--- src/rtl/mem_arbiter.sv ---
// Two-master arbiter sharing one single-port SRAM between instruction fetch and load/store.
// Each access is an issue cycle followed by a response cycle; ties alternate between the masters.
module mem_arbiter (
    input  logic        clk,
    input  logic        rst,
    input  logic        inst_req,
    input  logic [31:0] inst_addr,
    output logic [31:0] inst_rdata,
    output logic        inst_ready,
    input  logic        data_req,
    input  logic [3:0]  data_wen,
    input  logic [31:0] data_addr,
    input  logic [31:0] data_wdata,
    output logic [31:0] data_rdata,
    output logic        data_ready,
    output logic        mem_en,
    output logic [3:0]  mem_wen,
    output logic [31:0] mem_addr,
    output logic [31:0] mem_wdata,
    input  logic [31:0] mem_rdata,
    output logic [15:0] conflict_cnt
);

    // Handshake: a master raises *_req with stable payload and keeps it until its *_ready
    // pulse; the pulse marks the cycle in which *_rdata is valid.
    typedef enum logic [1:0] {IDLE, INST_WAIT, DATA_WAIT} state_t;

    state_t      state_q, state_d;
    logic        last_data_q, last_data_d;   // 1: data master won the most recent grant
    logic [31:0] inst_hold_q, inst_hold_d;
    logic [31:0] data_hold_q, data_hold_d;
    logic [15:0] cnt_q, cnt_d;
    logic        grant_inst;
    logic        grant_data;

    always_comb begin
        state_d      = state_q;
        last_data_d  = last_data_q;
        inst_hold_d  = inst_hold_q;
        data_hold_d  = data_hold_q;
        cnt_d        = cnt_q;
        grant_inst   = 1'b0;
        grant_data   = 1'b0;
        inst_ready   = 1'b0;
        data_ready   = 1'b0;
        inst_rdata   = inst_hold_q;
        data_rdata   = data_hold_q;
        mem_en       = 1'b0;
        mem_wen      = 4'b0000;
        mem_addr     = 32'h0;
        mem_wdata    = 32'h0;
        conflict_cnt = cnt_q;

        // Both masters high is a conflict in every state: a tie in IDLE, a stall otherwise.
        if (inst_req && data_req && (cnt_q != 16'hFFFF)) begin
            cnt_d = cnt_q + 16'd1;
        end

        case (state_q)
            IDLE: begin
                if (inst_req && (!data_req || last_data_q)) begin
                    grant_inst = 1'b1;
                end else if (data_req) begin
                    grant_data = 1'b1;
                end
                if (grant_inst) begin
                    mem_en      = 1'b1;
                    mem_addr    = inst_addr;
                    last_data_d = 1'b0;
                    state_d     = INST_WAIT;
                end else if (grant_data) begin
                    mem_en      = 1'b1;
                    mem_wen     = data_wen;
                    mem_addr    = data_addr;
                    mem_wdata   = data_wdata;
                    last_data_d = 1'b1;
                    state_d     = DATA_WAIT;
                end
            end
            INST_WAIT: begin
                inst_ready  = 1'b1;
                inst_rdata  = mem_rdata;
                inst_hold_d = mem_rdata;
                state_d     = IDLE;
            end
            DATA_WAIT: begin
                data_ready  = 1'b1;
                data_rdata  = mem_rdata;
                data_hold_d = mem_rdata;
                state_d     = IDLE;
            end
            default: state_d = IDLE;
        endcase

        // Reset masks every output in the same cycle, aborting any in-flight response.
        if (rst) begin
            inst_ready   = 1'b0;
            data_ready   = 1'b0;
            inst_rdata   = 32'h0;
            data_rdata   = 32'h0;
            mem_en       = 1'b0;
            mem_wen      = 4'b0000;
            mem_addr     = 32'h0;
            mem_wdata    = 32'h0;
            conflict_cnt = 16'h0;
        end
    end

    always_ff @(posedge clk) begin
        if (rst) begin
            state_q     <= IDLE;
            last_data_q <= 1'b0;
            inst_hold_q <= 32'h0;
            data_hold_q <= 32'h0;
            cnt_q       <= 16'h0;
        end else begin
            state_q     <= state_d;
            last_data_q <= last_data_d;
            inst_hold_q <= inst_hold_d;
            data_hold_q <= data_hold_d;
            cnt_q       <= cnt_d;
        end
    end

endmodule

--- config.mk ---
export PLATFORM = sky130hd
export DESIGN_NAME = mem_arbiter
export DESIGN_NICKNAME = d
export VERILOG_FILES = /design/src/rtl/mem_arbiter.sv
export SDC_FILE = /design/constraint.sdc
export NUM_CORES = 1
export LEC_CHECK = 0
export BUFFER_PORTS_ARGS = -buffer_cell sky130_fd_sc_hd__buf_4
export CAP_MARGIN = 15
export CORE_ASPECT_RATIO = 0.7
export CORE_MARGIN = 8
export CORE_UTILIZATION = 41
export CTS_CLUSTER_DIAMETER = 60
export DETAILED_ROUTE_END_ITERATION = 10
export MAX_ROUTING_LAYER = met4
export PLACE_DENSITY = 0.91
export SLEW_MARGIN = 20
export SYNTH_ARGS = -nofsm -noshare
export SYNTH_HDL_FRONTEND = slang
export SYNTH_SLANG_ARGS = --single-unit
--- constraint.sdc ---
create_clock -name clk -period 2.23 [get_ports clk]
set_clock_uncertainty 0.15 [all_clocks]
set_input_delay 0.3345 -clock clk [delete_from_list [all_inputs] [get_ports clk]]
set_output_delay 0.3345 -clock clk [all_outputs]
set_load 0.02 [all_outputs]
# Word level (Yosys, flattened, before mapping)
# Cells that the tools add are included.
[classes]
div = 0
reduce_logical = 10
mux = 34
n_lt_le_gt_ge = 0
shift = 0
mul = 0
n_addsub = 1
n_eq_ne = 3
n_bitwise = 1
[op_table]
columns = ["cell", "n"]
rows = [
  ["32-bit two-way mux", 12],
  ["1-bit two-way mux", 17],
  ["16-bit by 1-bit adder with 16-bit output, second input constant", 1],
  ["16-bit two-way mux", 1],
  ["4-bit two-way mux", 4],
  ["16-bit != test, second input constant", 1],
  ["1-bit logical AND", 3],
  ["3-bit OR reduction", 1],
  ["2-bit by 1-bit equality test with 1-bit output, second input constant", 1],
  ["2-bit equality test, second input constant", 1],
  ["2-bit logical NOT", 1],
  ["2-bit AND reduction", 1],
  ["2-bit nonzero test", 1],
  ["2-bit OR reduction", 1],
  ["1-bit logical NOT", 1],
  ["1-bit logical OR", 1],
  ["1-bit NOT", 1],
]
[totals]
rom_bits = 0
memories = 0
output_inout_bits = 151
register_bits = 83
latch_bits = 0
ramBits = 0
inputBits = 136
word_cells = 55

# Depth between registers and ports, before layout
[logic_depth]
depth_word = 9
ltp_mapped = 6
depth_no_buf = 5

# Least setup slack after synthesis
# OpenSTA, ideal clock, no wires.
[synth_timing]
path_type = "input-to-output"
from = "in rst"
to = "out mem_wdata[25]"
stages = 6
path_slack_ns = 0.203
arrival_time_ns = 1.543
path_buffers = 3
required_time_ns = 1.745
cell_sequence = "buf_6 -> or3_1 -> buf_2 -> nor3_4 -> buf_6 -> and2_1"
[synth_via]
elab_chain_cells = 1
[synth_lines]
columns = ["element", "line_no", "rtl"]
rows = [
  ["start: declaration", "5", "input logic rst,"],
  ["32-bit two-way mux", "96", "if (rst) begin"],
  ["end: declaration", "19", "output logic [31:0] mem_wdata,"],
]
# No other way between the ends.

# Final worst setup path
[layout_timing]
from = "reg state_q[0]"
to = "out mem_wdata[23]"
[layout_via]
elab_chain_cells = 3
[layout_lines]
columns = ["element", "line_no", "rtl"]
rows = [
  ["start: declaration", "28", "state_t state_q, state_d;"],
  ["start signal: assignment", "117", "state_q <= state_d;"],
  ["2-bit logical NOT", "59", "case (state_q)"],
  ["32-bit two-way mux", "59", ""],
  ["32-bit two-way mux", "96", ""],
]
# No other way between the ends.

==> impl.org <==
** STA
- At the pin with the least slew margin, the transition time is 458 ps.
- The worst path uses 103% of the clock period.
- Crit path time final :: 2300 ps
- Measured against its own limit, the worst slew margin works out to 69.4%.
- After layout, the worst setup slack is -74.3 ps.
- The number of slew-limit violations in the final report was 0.
- Setup Total Neg Slack :: -1290 ps
- Highest Clock Rate :: 434 MHz
- Final count of negative-setup-slack endpoints :: 35
- Setup repair after global routing missed its margin :: true
- Final Hold Fails :: 0

** Pwr
- Sw Pwr :: 1.11 mW
- IR analysis of the VDD net gives a maximum drop of 696 uV.
- The clock network is responsible for 38.9% of the overall power.
- Net switching is 27.0% of the power.
- Comb power frac :: 23.3%
- The design draws 4.12 mW.
- Internal power of the cells :: 3.00 mW
- In this run the static leakage power is 3.22 nW.
- Power spread over the standard cell area amounts to 584 nW/um^2.
- Sequential cells account for 37.8% of the total power.

** Finish
- Fin nets :: 966
- In the layout the commonest cells are sky130_fd_sc_hd__buf_4 (255), sky130_fd_sc_hd__nand2_1 (164), sky130_fd_sc_hd__a21oi_1 (92), sky130_fd_sc_hd__dfxtp_1 (81), sky130_fd_sc_hd__buf_6 (41).
- Most common cell after layout, fill and taps aside :: sky130_fd_sc_hd__buf_4
- Measured on the finished design, the core utilization comes to 73.1%.
- Antenna cell count :: 0
- Of the cells placed in the final design, the portion with a size suffix greater than 1 is 46.3%.
- Non-filler instance count after layout :: 962
- Relative area change from synthesis to final layout :: 74.0%

** Place
- Buffers added on ports :: 286
- Post-DP HPWL :: 12,600 microns
- Before CTS, the worst setup slack after placement is 199 ps.
- The congestion estimate from routability-driven global placement came to 0.926.
- The number of placed instances, taps included, is 939.

** Logic synthesis
- When the netlist entered floorplanning its net count stood at 694.
- After synthesis, the netlist uses 39 different library cells.
- Synthesized netlist cell count :: 557
- The synthesized design contains 0 enable-type register cells.
- Post-Synthesis Mean Instance Area :: 7.27 sq um
- During synthesis, Yosys emitted a total of 0 warnings.
- Synth Flop Type :: sky130_fd_sc_hd__dfxtp_1
- Summing every instance area after synthesis gives 4050 sq um.
- Fraction of registers with async set/reset :: 0%
- Synthesis inferred 83 register bits.
- Portion of the post-synthesis area used by sequential elements :: 41.0%

** Critical path
- Data arrives at the worst endpoint at 1820 ps.
- The worst setup path is of the reg2out kind.
- Critical path required time :: 1750 ps
- The worst setup path is captured at a primary output.
- Highest fanout seen on the critical path :: 8
- CP Launch Type :: register

** Floorplanning
- Overall die height :: 99.2 microns
- Count of pins on the block boundary :: 287
- From left edge to right edge, the die measures 135 microns.
- The core region is 9650 sq um.
- Once the floorplan was initialized, standard cells occupied 42.0% of the core.
- The die covers 13,400 sq um.
- Cell Rows :: 30

** Routing
- After the first detailed-routing iteration, the DRC count stood at 498.
- Remaining DRCs :: 0
- Routed length per placed instance :: 19.7 microns
- Routed Antenna Nets :: 0
- DR vias :: 5,094
- Number of iterations in the first detailed-routing pass :: 5
- Wires add up to 19,000 microns.
- Detailed-route vias per instance :: 5.30

** Outcome
- The flow ran to the end, but the final reports show violations.
- Violated checks :: setup timing

** Min path
- The path class of the tightest hold or removal check is in2reg.

** Clock tree
- Clock Root Buffer :: sky130_fd_sc_hd__clkbuf_16
- The longest clock path from root to sink contains 2 buffers.
- Count of hold buffers inserted by post-cts repair :: 0
- The H-tree was split into 3 levels.
- TritonCTS sink count :: 83
- Insertion delay of the later-clocked pin in the worst-skew pair :: 330 ps
- TritonCTS built the clock tree.
- Register clock-pin slew on the reported worst setup and hold paths :: 60 ps
- TritonCTS created 9 clock buffers.

** Job
- Number of maximum-capacitance constraint violations :: 0

** Global routing
- Global routing used 25.6% of the available tracks across all layers.
- Pin count of the biggest net entering global routing :: 100
- Overall overflow remaining after global route :: 0
- Initial antenna violation count :: 0
- The first global-routing pass estimated 26,800 microns of wire.
- Number of global-route vias before repair :: 4,729
## synth_stat cells (2+ instances only)
| cell type | instances | area (sq um) |
|---|---|---|
| sky130_fd_sc_hd__o21ai_0 | 2 | 10.0 |
| sky130_fd_sc_hd__nand2b_1 | 2 | 12.5 |
| sky130_fd_sc_hd__inv_1 | 4 | 15.0 |
| sky130_fd_sc_hd__nor2_1 | 23 | 86.3 |
| sky130_fd_sc_hd__and3_1 | 3 | 18.8 |
| sky130_fd_sc_hd__buf_6 | 4 | 45.0 |
| sky130_fd_sc_hd__a31oi_1 | 3 | 18.8 |
| sky130_fd_sc_hd__nor3b_1 | 2 | 15.0 |
| sky130_fd_sc_hd__buf_1 | 7 | 26.3 |
| sky130_fd_sc_hd__a311oi_1 | 4 | 35.0 |
| sky130_fd_sc_hd__and2_1 | 36 | 225 |
| sky130_fd_sc_hd__buf_2 | 8 | 40.0 |
| sky130_fd_sc_hd__clkbuf_1 | 26 | 97.6 |
| sky130_fd_sc_hd__dfxtp_1 | 83 | 1660 |
| sky130_fd_sc_hd__and4_1 | 2 | 17.5 |
| sky130_fd_sc_hd__mux2_2 | 9 | 101 |
| sky130_fd_sc_hd__nand3_1 | 36 | 180 |
| sky130_fd_sc_hd__or3_1 | 3 | 18.8 |
| sky130_fd_sc_hd__nor2b_1 | 15 | 93.8 |
| sky130_fd_sc_hd__nand2_1 | 164 | 616 |
| sky130_fd_sc_hd__a21oi_1 | 101 | 505 |
| sky130_fd_sc_hd__nand4_1 | 3 | 18.8 |
## final timing paths
check	startpoint	to	slack, ps	cells past startpoint
worst max-delay path	state_q[0]$_SDFFE_PP0N_	mem_wdata[23]	-70	6
worst min-delay path	mem_rdata[22]	inst_hold_q[22]$_DFF_P_	130	3
worst max register to register	cnt_q[0]$_SDFFE_PP0P_	cnt_q[10]$_SDFFE_PP0P_	90	5
worst min register to register	data_hold_q[2]$_DFF_P_	data_hold_q[2]$_DFF_P_	310	2
## routing by layer
layer / GRT usage, % / share of wire, % / vias up
met2: 42.2 / 49 / 270
met4: 4.73 / 2.5 / 0
met3: 6.39 / 9.2 / 52
met1: 31.3 / 40 / 2378
li1: - / - / 2394
met5: - / 0 / -
## worst max-delay path: stages (launching register included)
cell	delay [ps]
sky130_fd_sc_hd__dfxtp_4	340
sky130_fd_sc_hd__or3_4	380
sky130_fd_sc_hd__nor3_4	180
sky130_fd_sc_hd__buf_6	170
sky130_fd_sc_hd__clkbuf_16	150
sky130_fd_sc_hd__and2_4	150
sky130_fd_sc_hd__buf_6	110
## stage by stage
stage	cell area [sq um]	hold WS, ps
finish	7050	130
global route	7050	132
CTS	6860	111
detailed placement	6320	302
global placement	6320	299
floorplan	4050	301
## flip-flops by register name (all words and copies together) (netlist names)
signal,flops
data_hold_q,32
inst_hold_q,32
cnt_q,16
state_q,2
last_data_q,1
## cell type report
class	count	area, sq um
clock buffers	10	239
clock inverters	6	87.6
fillers	687	2600
inverters	5	18.8
multi-input cells	424	2300
flip-flops and latches	83	1670
well taps	128	160
repair buffers	306	2580
## power by group through the flow
stage	clock network, mW	registers, mW	logic (mW)
finish	1.60	1.56	0.958
global route	1.70	1.56	1.01
CTS	1.63	1.55	0.900
detailed placement	0	1.59	0.856
global placement	0	1.59	0.846
floorplan	0	1.58	0.415
## repair_timing
| item | in CTS | in global routing |
|---|---|---|
| resized for setup | 50 | 48 |
| buffers inserted | 3 | 1 |
| gates cloned | 1 | 3 |
| pin swaps | 3 | 6 |
| endpoints found under the setup margin | 43 | 90 |
## cell families after synthesis
| kind of cell | after synthesis | share of synthesized area, % |
|---|---|---|
| flip-flops | 83 | 41.0 |
| multiplexers | 10 | 2.78 |
| AO/OA/AOI/OAI | 114 | 14.8 |
| adder cells (fa/ha/maj) | 1 | 0.309 |
| AND/OR/NAND/NOR | 299 | 35.5 |
| buffers and inverters | 50 | 5.62 |
(Power assumes the default switching activity.)
